### config.mk
export PLATFORM = sky130hd
export DESIGN_NAME = tl_source_shrink_ctrl
export DESIGN_NICKNAME = d
export VERILOG_FILES = /design/src/rtl/tl_source_shrink_ctrl.sv
export SDC_FILE = /design/constraint.sdc
export NUM_CORES = 1
export LEC_CHECK = 0
export CAP_MARGIN = 40
export CORE_MARGIN = 2
export CORE_UTILIZATION = 45
export CTS_BUF_LIST = sky130_fd_sc_hd__clkbuf_16
export DETAILED_ROUTE_END_ITERATION = 8
export PLACE_DENSITY = 0.76
export SLEW_MARGIN = 40
export SYNTH_ARGS = -nofsm -noshare
export SYNTH_HDL_FRONTEND = slang
export SYNTH_SLANG_ARGS = --single-unit
### constraint.sdc
create_clock -name clock -period 2.66 [get_ports clock]
set_clock_uncertainty 0.1 [all_clocks]
set_input_delay 0.532 -clock clock [delete_from_list [all_inputs] [get_ports clock]]
set_output_delay 0.532 -clock clock [all_outputs]
set_load 0.05 [all_outputs]
### src/rtl/tl_source_shrink_ctrl.sv
// tl_source_shrink_ctrl
// Source-ID allocation controller for a TileLink source shrinker. Wide upstream
// A-channel source IDs are mapped onto a small pool of downstream IDs. Each
// mapping is held until the matching D-channel last beat, and the original ID
// is restored on D. Only handshakes and source fields pass through this block.
//
// Optional feature: define TL_SRCSHRINK_STATS_EN to add the stall_cnt output.
// It is a saturating count of cycles in which a first-beat A request waits
// because no downstream ID is free.
module tl_source_shrink_ctrl #(
    parameter int IN_W    = 8,
    parameter int OUT_IDS = 4,
    parameter int OUT_W   = 2
) (
    input  logic              clock,
    input  logic              reset,
    input  logic              a_in_valid,
    output logic              a_in_ready,
    input  logic [IN_W-1:0]   a_in_source,
    input  logic              a_in_last,
    output logic              a_out_valid,
    input  logic              a_out_ready,
    output logic [OUT_W-1:0]  a_out_source,
    input  logic              d_in_valid,
    output logic              d_in_ready,
    input  logic [OUT_W-1:0]  d_in_source,
    input  logic              d_in_last,
    output logic              d_out_valid,
    input  logic              d_out_ready,
    output logic [IN_W-1:0]   d_out_source,
    output logic [4:0]        inflight,
    output logic              map_err
`ifdef TL_SRCSHRINK_STATS_EN
    ,
    output logic [15:0]       stall_cnt
`endif
);

    logic [OUT_IDS-1:0] free_q, free_d;
    logic [IN_W-1:0]    map_q [OUT_IDS];
    logic [IN_W-1:0]    map_d [OUT_IDS];
    logic               burst_q, burst_d;
    logic [OUT_W-1:0]   held_q, held_d;
    logic [4:0]         inflight_q, inflight_d;
    logic               map_err_q, map_err_d;

    logic               any_free;
    logic [OUT_W-1:0]   sel;
    logic               d_hit;
    logic               d_id_free;
    logic [IN_W-1:0]    d_map_src;
    logic               a_fire;
    logic               d_fire;
    logic               alloc;
    logic               release_id;

    // Pick the lowest-index free ID from the registered bitmap, so an ID
    // released this cycle only becomes selectable on the next cycle.
    always_comb begin
        any_free = |free_q;
        sel      = '0;
        for (int i = OUT_IDS - 1; i >= 0; i--) begin
            if (free_q[i]) begin
                sel = OUT_W'(i);
            end
        end
    end

    // Look up the D-channel ID; an ID outside the pool never matches and is
    // treated like an unallocated one.
    always_comb begin
        d_hit     = 1'b0;
        d_id_free = 1'b0;
        d_map_src = '0;
        for (int i = 0; i < OUT_IDS; i++) begin
            if (d_in_source == OUT_W'(i)) begin
                d_hit     = 1'b1;
                d_id_free = free_q[i];
                d_map_src = map_q[i];
            end
        end
    end

    // Handshakes: first beats need a free ID and bursts reuse the held ID.
    // Valids never depend on the opposite-direction ready.
    always_comb begin
        if (burst_q) begin
            a_out_valid  = a_in_valid;
            a_in_ready   = a_out_ready;
            a_out_source = held_q;
        end else begin
            a_out_valid  = a_in_valid & any_free;
            a_in_ready   = a_out_ready & any_free;
            a_out_source = sel;
        end
        d_out_valid  = d_in_valid;
        d_in_ready   = d_out_ready;
        d_out_source = d_map_src;
        inflight     = inflight_q;
        map_err      = map_err_q;
    end

    // Next-state computation for allocation, release, burst tracking and errors.
    always_comb begin
        a_fire     = a_in_valid & a_in_ready;
        d_fire     = d_in_valid & d_out_ready;
        alloc      = a_fire & ~burst_q;
        release_id = d_fire & d_in_last & d_hit & ~d_id_free;

        free_d     = free_q;
        map_d      = map_q;
        burst_d    = burst_q;
        held_d     = held_q;
        map_err_d  = map_err_q;

        if (alloc) begin
            free_d[sel] = 1'b0;
            map_d[sel]  = a_in_source;
            if (!a_in_last) begin
                burst_d = 1'b1;
                held_d  = sel;
            end
        end else if (a_fire && a_in_last) begin
            burst_d = 1'b0;
        end

        if (d_fire && (!d_hit || d_id_free)) begin
            map_err_d = 1'b1;
        end
        if (release_id) begin
            free_d[d_in_source] = 1'b1;
        end

        inflight_d = inflight_q + 5'(alloc) - 5'(release_id);
    end

    // State registers; reset discards every mapping at once.
    always_ff @(posedge clock or negedge reset) begin
        if (!reset) begin
            free_q     <= '1;
            for (int i = 0; i < OUT_IDS; i++) begin
                map_q[i] <= '0;
            end
            burst_q    <= 1'b0;
            held_q     <= '0;
            inflight_q <= '0;
            map_err_q  <= 1'b0;
        end else begin
            free_q     <= free_d;
            map_q      <= map_d;
            burst_q    <= burst_d;
            held_q     <= held_d;
            inflight_q <= inflight_d;
            map_err_q  <= map_err_d;
        end
    end

`ifdef TL_SRCSHRINK_STATS_EN
    logic [15:0] stall_cnt_q, stall_cnt_d;

    // Count first-beat stall cycles caused by an exhausted pool, saturating.
    always_comb begin
        stall_cnt_d = stall_cnt_q;
        if (a_in_valid && !burst_q && !any_free && (stall_cnt_q != 16'hFFFF)) begin
            stall_cnt_d = stall_cnt_q + 16'd1;
        end
        stall_cnt = stall_cnt_q;
    end

    // Stall counter register.
    always_ff @(posedge clock or negedge reset) begin
        if (!reset) begin
            stall_cnt_q <= '0;
        end else begin
            stall_cnt_q <= stall_cnt_d;
        end
    end
`endif

endmodule

==> run summary, run 1 <==
# diodes = 0
Slew Viols, Final = 0
synthesized area per cell = 13.8 sq um
post-layout net count = 237
Avg WL per Cell = 14.7 um
RSZ-0062 raised after global routing = false
Vias/cell = 5.11
filler instances = 390
initial core utilization = 46.7%
Cell Area, Synth = 2220 sq um
first-pass GRT wire length = 6.88 mm
initial antenna violation count = 0
Fin. Hold Viols = 0
vias in the first global route = 1406
Worst Path Required = 2.73 ns
Worst-Skew Late Latency = 0.28 ns
CTS buffer count = 5
worst-path cell chain = clkdlybuf4s50_1 > nand2_1 > nor2_2 > nand2_1 > ha_1 > inv_1 > ha_1 > inv_1 > fa_2 > inv_1 > a21o_1 > a21oi_1 > xnor2_1
Final ANT Viol Nets = 0
met2 WL = 1.93 mm
layout cell share with drive strength beyond 1 = 43.0%
CTS HTree Levels = 2
Max-slew headroom = 55.9%
# rows = 25
max cap viols = 0
WL met1 = 1.96 mm
Synth cell types = 30
largest net degree at the start of global routing = 30
outcome = completed
Worst Hold Class = in2async
Reg2Reg Capture Point = inflight[4]
Post-Synthesis Cells = 161
Slew @ Worst Pin = 0.662 ns
part of the cycle the worst path needs = 92.7%
Yosys warnings = 0
met3 routed WL = 227 um
DRT Pass-1 Iters = 4
Synth Register Bits = 45
CP peak stage delay = 0.48 ns
GRT Resource Usage Total = 17.0%
DR vias = 1437
core box area = 4750 sq um
maximum VDD drop = 0.000691 V
crit path launch type = input port
DR DRC count = 0
Initial DRC Count = 52
most frequent CP cell = inv_1
top layer reached by signal wires = met4
reg2reg setup slack = 0.22 ns
RD Place Congestion = 0.785
Pwr Density = 1200 nW/um^2
crit path kind = in2reg
die width = 74.3 um
total routed wirelength = 4.14 mm
crit path capture type = flip-flop
sequential cell area fraction in the yosys report = 50.9%
Clock Sinks = 45
leakage power = 1.33 nW
total die area = 5520 sq um
Total Power = 0.00344 W
Synthesized Nets = 185
Worst R2R Start = free_q[3]
depth of the most critical reg-to-reg path = 11
P&R area growth vs syn = 29.2%
Max FO, Critical Path = 2
Clk Tree Root Cell = clkbuf_16
Hold WS = 0.182 ns
f_max = 0.406 GHz
Setup Viol. Count Final = 0
Die Height = 74.3 um
fin util = 60.4%
Worst-path clk slew = 0.06 ns
minimum clock period = 2.46 ns
Ports = 38
Port-buffer cells = 37
total gr overflow = 0
CP arrival = 2.53 ns
HPWL after DPL = 2.92 mm
Crit-path slowest cell = clkdlybuf4s50_1
CTS tree = done
clk buf depth = 2
-- synth_stat cells, drive strengths merged --
cell	n	share of area (%)
dfrtp	41	46
mux2	33	18
nand2	13	2.8
inv	9	1.5
mux4	9	9.1
buf	7	1.7
nor2	7	1.2
o31ai	6	2.0
ha	5	2.8
a21oi	4	0.90
dfstp	4	4.7
o21ai	4	0.90
xnor2	4	1.6
nand3	3	0.90
a21o	2	0.68
and2	2	0.56
a31o	1	0.39
a31oi	1	0.28
and3	1	0.28
fa	1	0.90
nand3b	1	0.90
nor3	1	0.23
nor4	1	0.96
o41ai	1	0.39
-- layout make-up --
type                       count  area, sq um  share of cell area [%]
timing repair buffer          52          462                    16.1
multi-input combinational    100         1020                    35.6
sequential                    45         1130                    39.4
clock buffer                   5          125                    4.36
clock inverter                 3         12.5                   0.436
inverter                       9         33.8                    1.18
tap                           67         83.8                    2.92
-- how the worst max path moves through the flow --
stage                         startpoint         endpoint  depth (start not counted)
after global placement    d_in_source[0]      inflight[4]                         12
after global routing         a_out_ready      inflight[4]                         13
after CTS                 d_in_source[0]      inflight[4]                         12
final                         a_in_valid      inflight[4]                         13
after detailed placement  d_in_source[0]      inflight[4]                         12
after floorplan                free_q[1]  a_out_source[0]                          3
-- critical path: cells and delay by family --
family / cells / cell delay, ns
compound gates: 2 / 0.18
xor+xnor: 1 / 0.12
fa+ha+maj: 3 / 0.77
buf+inv: 4 / 0.68
simple gates: 3 / 0.25
-- cells in the final DEF, fill, tap and decap left out, drive strengths merged, types with 2 or more instances in the layout --
master | synthesis | routed
clkdlybuf4s50 | 0 | 20
buf | 7 | 30
xnor2 | 4 | 4
inv | 9 | 11
and2 | 2 | 2
dfrtp | 41 | 41
ha | 5 | 5
o21ai | 4 | 4
dfstp | 4 | 4
mux4 | 9 | 9
a21o | 2 | 2
nor2 | 7 | 7
nand2 | 13 | 13
a21oi | 4 | 4
o31ai | 6 | 6
clkbuf | 0 | 6
mux2 | 33 | 33
nand3 | 3 | 3
-- logic make-up after synthesis --
group / after synthesis / synth area share [%]
fa+ha+maj: 6 / 3.72
flops: 45 / 50.9
simple gates: 29 / 7.77
compound gates: 19 / 5.57
mux: 42 / 27.2
buf+inv: 16 / 3.27
xor+xnor: 4 / 1.58
-- flip-flops by register name (all words and copies together) (netlist names) --
register	count
map_err	1
free_q	4
inflight	5
burst_q	1
held_q	2
map_q	32
-- where the power goes --
part | switching, W | internal, W | total [W]
clock network | 0.000243 | 0.000339 | 0.000582
registers | 0.000194 | 0.00102 | 0.00122
logic | 0.000870 | 0.000772 | 0.00164
total | 0.00131 | 0.00213 | 0.00344
-- per-stage QoR --
step / setup TNS [ns] / instance area (sq um) / cells / setup slack, ns
2_1_floorplan: 0 / 2220 / 161 / 0.0996
3_3_place_gp: -1.76 / 2730 / 272 / -0.465
3_5_place_dp: -1.88 / 2730 / 272 / -0.522
4_1_cts: 0 / 2870 / 281 / 0.0171
5_1_grt: 0 / 2870 / 281 / 0.0511
6_report: 0 / 2870 / 281 / 0.195
-- layer usage --
layer	vias to the layer above	track usage, %
met3	3	4.20
met1	715	24.3
met5	-	0
li1	682	-
met2	37	26.5
met4	0	4.17
-- what timing repair did --
item | CTS | global route
buffers inserted | 1 | 0
pin swaps | 0 | 0
gates resized for setup | 2 | 4
hold buffers | 0 | 0
endpoints found under the setup margin | 10 | 1
No activity file was read; power rests on OpenSTA's default activity.
==> run 2: changes to the inputs <==
--- a/config.mk
+++ b/config.mk
@@ -11,5 +11,5 @@
 export CTS_BUF_LIST = sky130_fd_sc_hd__clkbuf_16
 export DETAILED_ROUTE_END_ITERATION = 8
-export PLACE_DENSITY = 0.76
+export PLACE_DENSITY_LB_ADDON = 0.1
 export SLEW_MARGIN = 40
 export SYNTH_ARGS = -nofsm -noshare
==> constraint.sdc (replaced) <==
create_clock -name clock -period 2.66 [get_ports clock]
set_clock_uncertainty 0.1 [all_clocks]
set_input_delay 0.266 -clock clock [delete_from_list [all_inputs] [get_ports clock]]
set_output_delay 0.266 -clock clock [all_outputs]
set_load 0.05 [all_outputs]
==> run summary, run 2 (same netlist as run 1, synthesis figures left out) <==
outcome = completed
total routed wirelength = 4.43 mm (+7.0%)
placed cell count = 265 (-2.6%)
RSZ-0062 raised after global routing = false
total die area = 5520 sq um (unchanged)
reg2reg setup slack = 0.12 ns (-0.10 ns)
Hold WS = 0.383 ns (+0.202 ns)
crit path kind = reg2reg
Largest register FFs = 32 (unchanged)
filler instances = 382 (-2.1%)
part of the cycle the worst path needs = 95.5% (+2.9 points)
layout cell share with drive strength beyond 1 = 37.2% (-5.8 points)
total gr overflow = 0 (unchanged)
Worst Path Required = 2.75 ns (+0.02 ns)
fin util = 60.0% (-0.37 points)
Worst Hold End = map_err
top layer reached by signal wires = met4
# diodes = 0 (unchanged)
depth of the most critical reg-to-reg path = 11 (unchanged)
RD Place Congestion = 0.750 (-4.5%)
f_max = 0.394 GHz (-3.0%)
Total Power = 0.00354 W (+3.0%)
hold wc startpoint = map_err
WHS Path Cells = 1
maximum VDD drop = 0.000538 V (-22%)
crit path capture type = flip-flop
largest register by flop count = map_q
Port-buffer cells = 37 (unchanged)
fin cells = 274 (-2.5%)
Fin. Hold Viols = 0 (unchanged)
Worst R2R Start = free_q[1]
Vias/cell = 5.19 (+1.5%)
first-pass GRT wire length = 7.36 mm (+7.0%)
Reg2Reg Capture Point = inflight[4]
Avg WL per Cell = 16.1 um (+9.7%)
WL met1 = 1.97 mm (+0.56%)
commonest cells after routing, fill and taps aside = 41 x dfrtp_1, 26 x clkdlybuf4s50_1, 25 x mux2_2, 16 x buf_4, 10 x nand2_1
core box area = 4750 sq um (unchanged)
CTS buffer count = 5 (unchanged)
Pwr Density = 1240 nW/um^2 (+3.6%)
Ports = 38 (unchanged)
Clock Sinks = 45 (unchanged)
Clk Tree Root Cell = clkbuf_16
max cap viols = 0 (unchanged)
DRT Pass-1 Iters = 4 (unchanged)
P&R area growth vs syn = 28.4%
Slew Viols, Final = 0 (unchanged)
met2 WL = 2.21 mm (+14%)
die width = 74.3 um (unchanged)
CTS HTree Levels = 2 (unchanged)
Worst-path clk slew = 0.06 ns (about the same)
Worst Hold Class = reg2reg
post-layout net count = 230 (-3.0%)
vias in the first global route = 1550 (+10%)
leakage power = 1.30 nW (-1.8%)
GRT Resource Usage Total = 18.4% (+1.4 points)
initial core utilization = 46.7% (unchanged)
most common cell after layout, fill and taps aside = dfrtp_1
Setup Viol. Count Final = 0 (unchanged)
setup_tns = 0 ns (unchanged)
Worst-Skew Late Latency = 0.28 ns (about the same)
largest net degree at the start of global routing = 46 (+53%)
minimum clock period = 2.54 ns (+0.0762 ns)
Max FO, Critical Path = 9 (+7)
CTS tree = done
clk buf depth = 2 (unchanged)
Max-slew headroom = 62.7% (+6.8 points)
HPWL after DPL = 3.13 mm (+7.4%)
DR vias = 1422 (-1.0%)
Initial DRC Count = 52 (unchanged)
met3 routed WL = 187 um (-18%)
DR DRC count = 0 (unchanged)
CP arrival = 2.63 ns (+0.10 ns)
Slew @ Worst Pin = 0.560 ns (-0.102 ns)
Final ANT Viol Nets = 0 (unchanged)
Die Height = 74.3 um (unchanged)
crit path launch type = flip-flop
# rows = 25 (unchanged)
CP startpoint = free_q[1]
initial antenna violation count = 0 (unchanged)
[run 2: changes by cell type in the layout (fill, tap and decap cells not counted), sizes merged]
cell / delta
dlygate4sd3: +1
inv: -2
clkinvlp: +1
dlygate4sd2: -1
dlymetal6s2s: +2
clkbuf: -1
clkdlybuf4s50: +6
bufinv: +1
buf: -14
[run 2: cell type report]
class / instances / area [sq um] / area share (%)
sequential: 45 / 1130 / 39.6
clock buffer: 5 / 125 / 4.38
tap: 67 / 83.8 / 2.94
clock inverter: 3 / 41.3 / 1.45
inverter: 9 / 33.8 / 1.18
multi-input combinational: 100 / 1020 / 35.9
timing repair buffer: 45 / 415 / 14.6
[run 2: worst max-delay path by stage]
stage,endpoint,slack [ns]
global placement,inflight[4],-0.20
global route,inflight[4],0.01
detailed placement,inflight[4],-0.28
CTS,inflight[4],0.02
finish,inflight[4],0.12
floorplan,inflight[4],0.15
[run 2: power by group]
group / leakage, nW / internal, W / total (W) / switching (W)
clock network: 0.0775 / 0.000439 / 0.000688 / 0.000249
logic: 0.684 / 0.000744 / 0.00162 / 0.000876
registers: 0.544 / 0.00102 / 0.00123 / 0.000211
total: 1.30 / 0.00221 / 0.00354 / 0.00134
[run 2: layer usage]
metal	GRT usage, %	vias up
li1	-	663
met1	22.4	724
met2	31.6	30
met3	5.01	5
met4	6.55	0
met5	0	-
[run 2: timing repair]
action                                  CTS  global route
endpoints found under the hold margin    41             0
gates resized for setup                   0             3
endpoints found under the setup margin    0             2
buffers inserted                          0             0
hold buffers                              1             0
[run 2: metrics by stage]
step | instance area (sq um) | setup slack, ns
after CTS | 2840 | 0.0174
after detailed placement | 2670 | -0.278
after global placement | 2670 | -0.196
final | 2850 | 0.119
after floorplan | 2220 | 0.148
after global routing | 2850 | 0.00965
[run 2: critical path, cell delays in order (launching register included)]
cell and delay [ns]:
dfstp_2 0.43, mux4_2 0.48, nor2_1 0.12, ha_1 0.23
inv_1 0.05, ha_1 0.15, inv_1 0.06, fa_1 0.38
inv_1 0.07, a21o_1 0.10, a21oi_1 0.08, xnor2_1 0.20
